--- config.mk ---
export PLATFORM = sky130hd
export DESIGN_NAME = fir_output_decimator
export DESIGN_NICKNAME = d
export VERILOG_FILES = /design/src/rtl/fir_pkg.sv /design/src/rtl/fir_out_fifo.sv /design/src/rtl/fir_output_decimator.sv
export SDC_FILE = /design/constraint.sdc
export NUM_CORES = 1
export LEC_CHECK = 0
export CORE_MARGIN = 1
export CORE_UTILIZATION = 41
export DETAILED_ROUTE_END_ITERATION = 10
export PLACE_DENSITY = 0.7
export SLEW_MARGIN = 40
export SYNTH_ARGS = -nofsm -noshare
export SYNTH_HDL_FRONTEND = slang
export SYNTH_HIERARCHICAL = 1
export SYNTH_SLANG_ARGS = --single-unit
--- constraint.sdc ---
create_clock -name i_clk -period 6.7 [get_ports i_clk]
set_input_delay 1.675 -clock i_clk [delete_from_list [all_inputs] [get_ports i_clk]]
set_output_delay 1.675 -clock i_clk [all_outputs]
set_load 0.01 [all_outputs]
--- src/rtl/fir_pkg.sv ---
// Shared constants and types for the FIR output back end.
package fir_pkg;

    localparam int unsigned DATA_IN_W    = 33;
    localparam int unsigned DATA_OUT_W   = 16;
    localparam int unsigned FRAC_SHIFT_D = 15;
    localparam int unsigned DECIM_D      = 4;
    localparam int unsigned PRIME_D      = 2;
    localparam int unsigned FIFO_DEPTH_D = 4;

    localparam int unsigned SUM_W = DATA_IN_W + 1;

    // Half-LSB of the output grid, added before the arithmetic shift
    localparam logic signed [SUM_W-1:0] ROUND_CONST = SUM_W'(1) << (FRAC_SHIFT_D - 1);

    localparam logic signed [DATA_OUT_W-1:0] OUT_MAX = {1'b0, {(DATA_OUT_W - 1){1'b1}}};
    localparam logic signed [DATA_OUT_W-1:0] OUT_MIN = {1'b1, {(DATA_OUT_W - 1){1'b0}}};

    typedef enum logic [0:0] {
        S_PRIME = 1'b0,
        S_RUN   = 1'b1
    } state_t;

endpackage

--- src/rtl/fir_out_fifo.sv ---
// Synchronous FIFO buffering decimated samples; head is always presented on o_rdata.
module fir_out_fifo #(
    parameter int unsigned WIDTH = 16,
    parameter int unsigned DEPTH = 4
) (
    input  logic                        i_clk,
    input  logic                        i_rst_n,
    input  logic                        i_push,
    input  logic                        i_pop,
    input  logic [WIDTH-1:0]            i_wdata,
    output logic [WIDTH-1:0]            o_rdata,
    output logic                        o_full,
    output logic                        o_empty,
    output logic [$clog2(DEPTH):0]      o_count
);

    localparam int unsigned PTR_W = (DEPTH < 2) ? 1 : $clog2(DEPTH);
    localparam int unsigned CNT_W = $clog2(DEPTH) + 1;

    logic [WIDTH-1:0] mem [DEPTH];
    logic [PTR_W-1:0] wr_ptr;
    logic [PTR_W-1:0] rd_ptr;
    logic [CNT_W-1:0] count;
    logic [CNT_W-1:0] count_nxt;
    logic             wr_en;
    logic             rd_en;

    // Accept a write when full only if a read frees the slot in the same cycle
    always_comb begin
        rd_en     = i_pop && !o_empty;
        wr_en     = i_push && (!o_full || rd_en);
        count_nxt = count;
        case ({wr_en, rd_en})
            2'b10:   count_nxt = count + CNT_W'(1);
            2'b01:   count_nxt = count - CNT_W'(1);
            default: count_nxt = count;
        endcase
    end

    always_ff @(posedge i_clk) begin
        if (!i_rst_n) begin
            wr_ptr  <= '0;
            rd_ptr  <= '0;
            count   <= '0;
            o_empty <= 1'b1;
            o_full  <= 1'b0;
            for (int i = 0; i < int'(DEPTH); i++) begin
                mem[i] <= '0;
            end
        end else begin
            if (wr_en) begin
                mem[wr_ptr] <= i_wdata;
                wr_ptr      <= wr_ptr + PTR_W'(1);
            end
            if (rd_en) begin
                rd_ptr <= rd_ptr + PTR_W'(1);
            end
            count   <= count_nxt;
            o_empty <= (count_nxt == '0);
            o_full  <= (count_nxt == CNT_W'(DEPTH));
        end
    end

    assign o_rdata = mem[rd_ptr];
    assign o_count = count;

endmodule

--- src/rtl/fir_output_decimator.sv ---
// Back end of the FIR filter: discards pipeline-fill samples, decimates,
// rounds/saturates to the output width and streams through a small FIFO.
module fir_output_decimator
    import fir_pkg::*;
#(
    parameter int unsigned DATA_IN_WIDTH  = DATA_IN_W,
    parameter int unsigned DATA_OUT_WIDTH = DATA_OUT_W,
    parameter int unsigned FRAC_SHIFT     = FRAC_SHIFT_D,
    parameter int unsigned DECIM          = DECIM_D,
    parameter int unsigned PRIME          = PRIME_D,
    parameter int unsigned FIFO_DEPTH     = FIFO_DEPTH_D
) (
    input  logic                               i_clk,
    input  logic                               i_rst_n,
    input  logic                               i_fir_en,
    input  logic signed [DATA_IN_WIDTH-1:0]    i_fir_data,
    input  logic                               i_ready,
    output logic signed [DATA_OUT_WIDTH-1:0]   o_data,
    output logic                               o_valid,
    output logic                               o_sat,
    output logic                               o_overflow
);

    localparam int unsigned ACC_W   = DATA_IN_WIDTH + 1;
    localparam int unsigned CNT_MAX = (PRIME > DECIM) ? PRIME : DECIM;
    localparam int unsigned CNT_W   = (CNT_MAX < 2) ? 1 : $clog2(CNT_MAX);
    localparam int unsigned FCNT_W  = $clog2(FIFO_DEPTH) + 1;

    localparam logic [CNT_W-1:0] PRIME_LAST = CNT_W'((PRIME == 0) ? 0 : PRIME - 1);
    localparam logic [CNT_W-1:0] DECIM_LAST = CNT_W'((DECIM == 0) ? 0 : DECIM - 1);

    localparam logic signed [ACC_W-1:0] ROUND_C = ACC_W'(1) << (FRAC_SHIFT - 1);
    localparam logic signed [ACC_W-1:0] SAT_HI  = ACC_W'((1 << (DATA_OUT_WIDTH - 1)) - 1);
    localparam logic signed [ACC_W-1:0] SAT_LO  = ~SAT_HI;

    state_t                           state;
    state_t                           state_nxt;
    logic [CNT_W-1:0]                 cnt;
    logic [CNT_W-1:0]                 cnt_nxt;
    logic                             en_d;
    logic                             keep_c;

    logic signed [ACC_W-1:0]          sum_c;
    logic signed [ACC_W-1:0]          shift_c;
    logic signed [DATA_OUT_WIDTH-1:0] sample_c;
    logic                             sat_c;

    logic                             fifo_full;
    logic                             fifo_empty;
    logic [FCNT_W-1:0]                fifo_count;
    logic                             pop_c;
    logic                             push_ok_c;
    logic                             drop_c;

    // The filter output register updates on the enable edge, so en_d marks a fresh sample
    always_ff @(posedge i_clk) begin
        if (!i_rst_n) begin
            en_d  <= 1'b0;
            state <= S_PRIME;
            cnt   <= '0;
        end else begin
            en_d  <= i_fir_en;
            state <= state_nxt;
            cnt   <= cnt_nxt;
        end
    end

    // cnt counts discarded fill samples in S_PRIME and is the decimation phase in S_RUN
    always_comb begin
        state_nxt = state;
        cnt_nxt   = cnt;
        keep_c    = 1'b0;
        case (state)
            S_PRIME: begin
                if (PRIME == 0) begin
                    state_nxt = S_RUN;
                    cnt_nxt   = '0;
                end else if (en_d) begin
                    if (cnt == PRIME_LAST) begin
                        state_nxt = S_RUN;
                        cnt_nxt   = '0;
                    end else begin
                        cnt_nxt = cnt + CNT_W'(1);
                    end
                end
            end
            S_RUN: begin
                if (en_d) begin
                    keep_c  = (cnt == '0);
                    cnt_nxt = (cnt == DECIM_LAST) ? '0 : cnt + CNT_W'(1);
                end
            end
            default: begin
                state_nxt = S_PRIME;
                cnt_nxt   = '0;
            end
        endcase
    end

    // Round half toward +inf, then clamp to the signed output range
    always_comb begin
        sum_c    = $signed({i_fir_data[DATA_IN_WIDTH-1], i_fir_data}) + ROUND_C;
        shift_c  = sum_c >>> FRAC_SHIFT;
        sample_c = shift_c[DATA_OUT_WIDTH-1:0];
        sat_c    = 1'b0;
        if (shift_c > SAT_HI) begin
            sample_c = SAT_HI[DATA_OUT_WIDTH-1:0];
            sat_c    = 1'b1;
        end else if (shift_c < SAT_LO) begin
            sample_c = SAT_LO[DATA_OUT_WIDTH-1:0];
            sat_c    = 1'b1;
        end
    end

    always_comb begin
        pop_c     = o_valid && i_ready;
        push_ok_c = keep_c && (!fifo_full || pop_c);
        drop_c    = keep_c && fifo_full && !pop_c;
    end

    always_ff @(posedge i_clk) begin
        if (!i_rst_n) begin
            o_sat      <= 1'b0;
            o_overflow <= 1'b0;
        end else begin
            o_sat      <= push_ok_c && sat_c;
            o_overflow <= o_overflow || drop_c;
            assert (fifo_count <= FCNT_W'(FIFO_DEPTH));
        end
    end

    fir_out_fifo #(
        .WIDTH (DATA_OUT_WIDTH),
        .DEPTH (FIFO_DEPTH)
    ) u_fifo (
        .i_clk   (i_clk),
        .i_rst_n (i_rst_n),
        .i_push  (push_ok_c),
        .i_pop   (pop_c),
        .i_wdata (sample_c),
        .o_rdata (o_data),
        .o_full  (fifo_full),
        .o_empty (fifo_empty),
        .o_count (fifo_count)
    );

    assign o_valid = ~fifo_empty;

endmodule

==> flow_summary_export.csv <==
group,metric,value,unit
run_status,status,"finished clean",
synthesis,mappedNetlistArea,4470,sq um
finish,layoutNonFillerInstCount,549,
setup_path,crit_path_start,"i_fir_data[22]",
finish,final_nets,452,
place,dp_hpwl,6.23,mm
die,fp.dieH,106,um
finish,drive_above_1_share,14.3,%
die,die_area,11300,sq um
synthesis,synth_top_cell_by_area,"edfxtp_1",
finish,antenna_cells,0,
global_routing,grt_antenna_before_repair,0,
global_routing,grt.overflow.total,0,
synthesis,synth.distinct_cells,64,
timing,maxSlewHeadroom,47.3,%
clocking,cts.sinks,81,
route,wl_per_cell,16.3,um
setup_path,worstSetupPathType,"in -> reg",
hold_path,hp-start,"o_overflow",
finish,final_common_cell,"edfxtp_1",
finish,layout_common_cells,"64 x edfxtp_1, 62 x and2_1, 41 x clkdlybuf4s50_1",
setup_path,reg2reg_slack,3.72,ns
synthesis,synth-async-reset-ratio,0,%
finish,fin_util,49.3,%
synthesis,synth_ff_type,"edfxtp_1",
clocking,clkTransAtPathRegs,0.07,ns
route,viasPerCell,5.48,
synthesis,synth-edff-count,64,
setup_path,critPathBufInv,1,
setup_path,crit_arrival,4.37,ns
clocking,htree_levels,3,
setup_path,rr_startpoint,"cnt[0]",
setup_path,worst_setup_path_end_kind,"flop",
die,fp.dieW,106,um
global_routing,grt_max_degree,21,
global_routing,first_global_vias,2857,
clocking,cts-root-buf,"clkbuf_8",
setup_path,cp-start-kind,"input port",
clocking,numCtsBuffers,9,
setup_path,cp_cell_sequence,"clkdlybuf4s50_1 -> nand3_2 -> or3_4 -> o21ai_0 -> and2_1 -> o21ai_1 -> a2111o_1 -> and2_1",
route,drc,0,
finish,register_area,2260,sq um
timing,setup_viol_count_final,0,
timing,fin_crit,4.27,ns
global_routing,grt_usage,17.0,%
global_routing,grt_first_pass_wirelength,14.6,mm
setup_path,reg2reg_to,"u_fifo/o_full",
clocking,clock_latency,0.35,ns
setup_path,cp.depth,8,
place,gp_congestion,0.848,
power,p_leak,1.81,nW
setup_path,cp_top_family,"simple AND/OR/NAND/NOR gates",
synthesis,yosysWarnings,6,
setup_path,crit_required,6.80,ns
die,core_area,10500,sq um
timing,fin_crit_sh,63.8,%
die,rows,37,
route,routed_wl,8.96,mm
timing,max_freq,234,MHz
route,drtAntennaViolNets,0,
clocking,post-cts-setup-buffer-count,0,
route,drt_pass1_iterations,5,
place,dpl.cell_count,533,
timing,tightestPinTransition,0.789,ns
timing,finalSetupTns,0,ns
power,total_power,0.000963,W
power,peakVddDrop,0.0970,mV
timing,hold_viol,0,
finish,multi_input_area,2070,sq um
route,vias,3011,
place,io_buffers,41,
synthesis,synth.yosys.seq_area_share,50.6,%
synthesis,synth-seq-cells,81,
route,drtIter0Drc,179,
synthesis,syn_inst,374,
setup_path,critical_path.max_fanout,18,
timing,slew_viol_final,0,
hold_path,hold_path.class,"reg -> reg",
setup_path,cpPeakStageDelay,0.59,ns
synthesis,synth_nets,418,
setup_path,cp-endpoint,"u_fifo/mem[1][5]",
setup_path,path_common_cell,"and2_1",
synthesis,syn_avg_cell_area,12.0,sq um
power,power_density,187,nW/um^2
synthesis,yosys-top-cells-area,"edfxtp_1 43%, and2_1 8.7%, mux4_2 8.1%",
clocking,ctsResizeCount,0,
clocking,postCtsHoldBufs,0,
timing,skew,0.00983,ns
setup_path,crit_path_top_delay_cell,"clkdlybuf4s50_1",
clocking,cts_tree,"done",
finish,syn_to_final_growth,15.3,%
flow_run,drv_cap,0,
timing,rsz0062_at_grt,"false",
finish,n_fill_cell,971,
setup_path,r2r_cells,12,
die,io_pins,56,
clocking,cts_buffer_depth,2,
synthesis,netlist.area_leader.share,43.0,%
die,start_util,42.7,%
## synthesized netlist by cell type (2+ instances only)
cell type and n:
nand2b_2 2, edfxtp_1 64, ha_1 6, a311oi_1 3, inv_1 14, xnor2_1 8, o21ai_0 12, xor2_1 10
nand3b_1 2, buf_6 3, and3_1 3, o21a_1 2, and2_1 62, nor2_1 15, mux2i_1 3, nand3_2 2
nand3_1 14, o211ai_1 2, and4_1 2, a31o_2 2, a21o_1 4, a211o_1 2, a221o_1 2, mux4_2 16
a31oi_1 4, buf_4 3, a2111oi_4 2, and2_2 6, o22ai_1 2, dfxtp_1 17, a211oi_2 2, a21oi_1 13
clkbuf_1 10, o21ai_1 2, nand4_1 5, nor3_1 4, o221a_1 2, buf_2 2, nand2_1 20
## cell families after synthesis
group | count (synthesis) | share of synthesized area, %
AO/OA/AOI/OAI | 66 | 11.8
XOR/XNOR | 18 | 3.53
adder cells (fa/ha/maj) | 7 | 2.13
buffers and inverters | 35 | 3.78
flip-flops | 81 | 50.6
multiplexers | 19 | 8.73
AND/OR/NAND/NOR | 148 | 19.5
## stage by stage
step           instance area, sq um  hold slack [ns]  setup WS [ns]
6_report                       5160            0.482           2.43
5_1_grt                        5160            0.511           2.25
4_1_cts                        5160            0.483           2.47
3_5_place_dp                   4990            0.465           2.10
3_3_place_gp                   4940            0.459           1.92
2_1_floorplan                  4470            0.467           2.75
## layout make-up
type | count | share of cell area (%)
sequential | 81 | 43.9
multi-input combinational | 258 | 40.1
timing repair buffer | 43 | 8.32
tap | 136 | 3.30
clock buffer | 9 | 2.40
inverter | 15 | 1.09
clock inverter | 7 | 0.873
## worst min path at each step
stage	slack, ns	to	cells after the start
after floorplan	0.47	u_fifo/wr_ptr[0]	2
after global placement	0.46	o_overflow	1
after detailed placement	0.47	o_overflow	1
after CTS	0.48	o_overflow	1
after global routing	0.51	o_overflow	1
final	0.48	o_overflow	1
## layer usage
metal	GRT usage, %	wire length [um]	vias up
met5	0	0	-
met4	4.60	63	0
met3	3.62	439	4
met2	28.2	4310	83
met1	22.6	4150	1478
li1	-	-	1446
## state kept, by name, indices dropped and copies added (netlist names), 2 cells and up, named ones only
register	flops
u_fifo/mem	64
u_fifo/o_count	3
cnt	2
u_fifo/rd_ptr	2
u_fifo/wr_ptr	2
## power by group
part / switching [W] / internal (W)
clock: 0.000173 / 0.000133
combinational: 0.0000546 / 0.0000424
sequential: 0.00000487 / 0.000555
No activity file was read; power rests on OpenSTA's default activity.
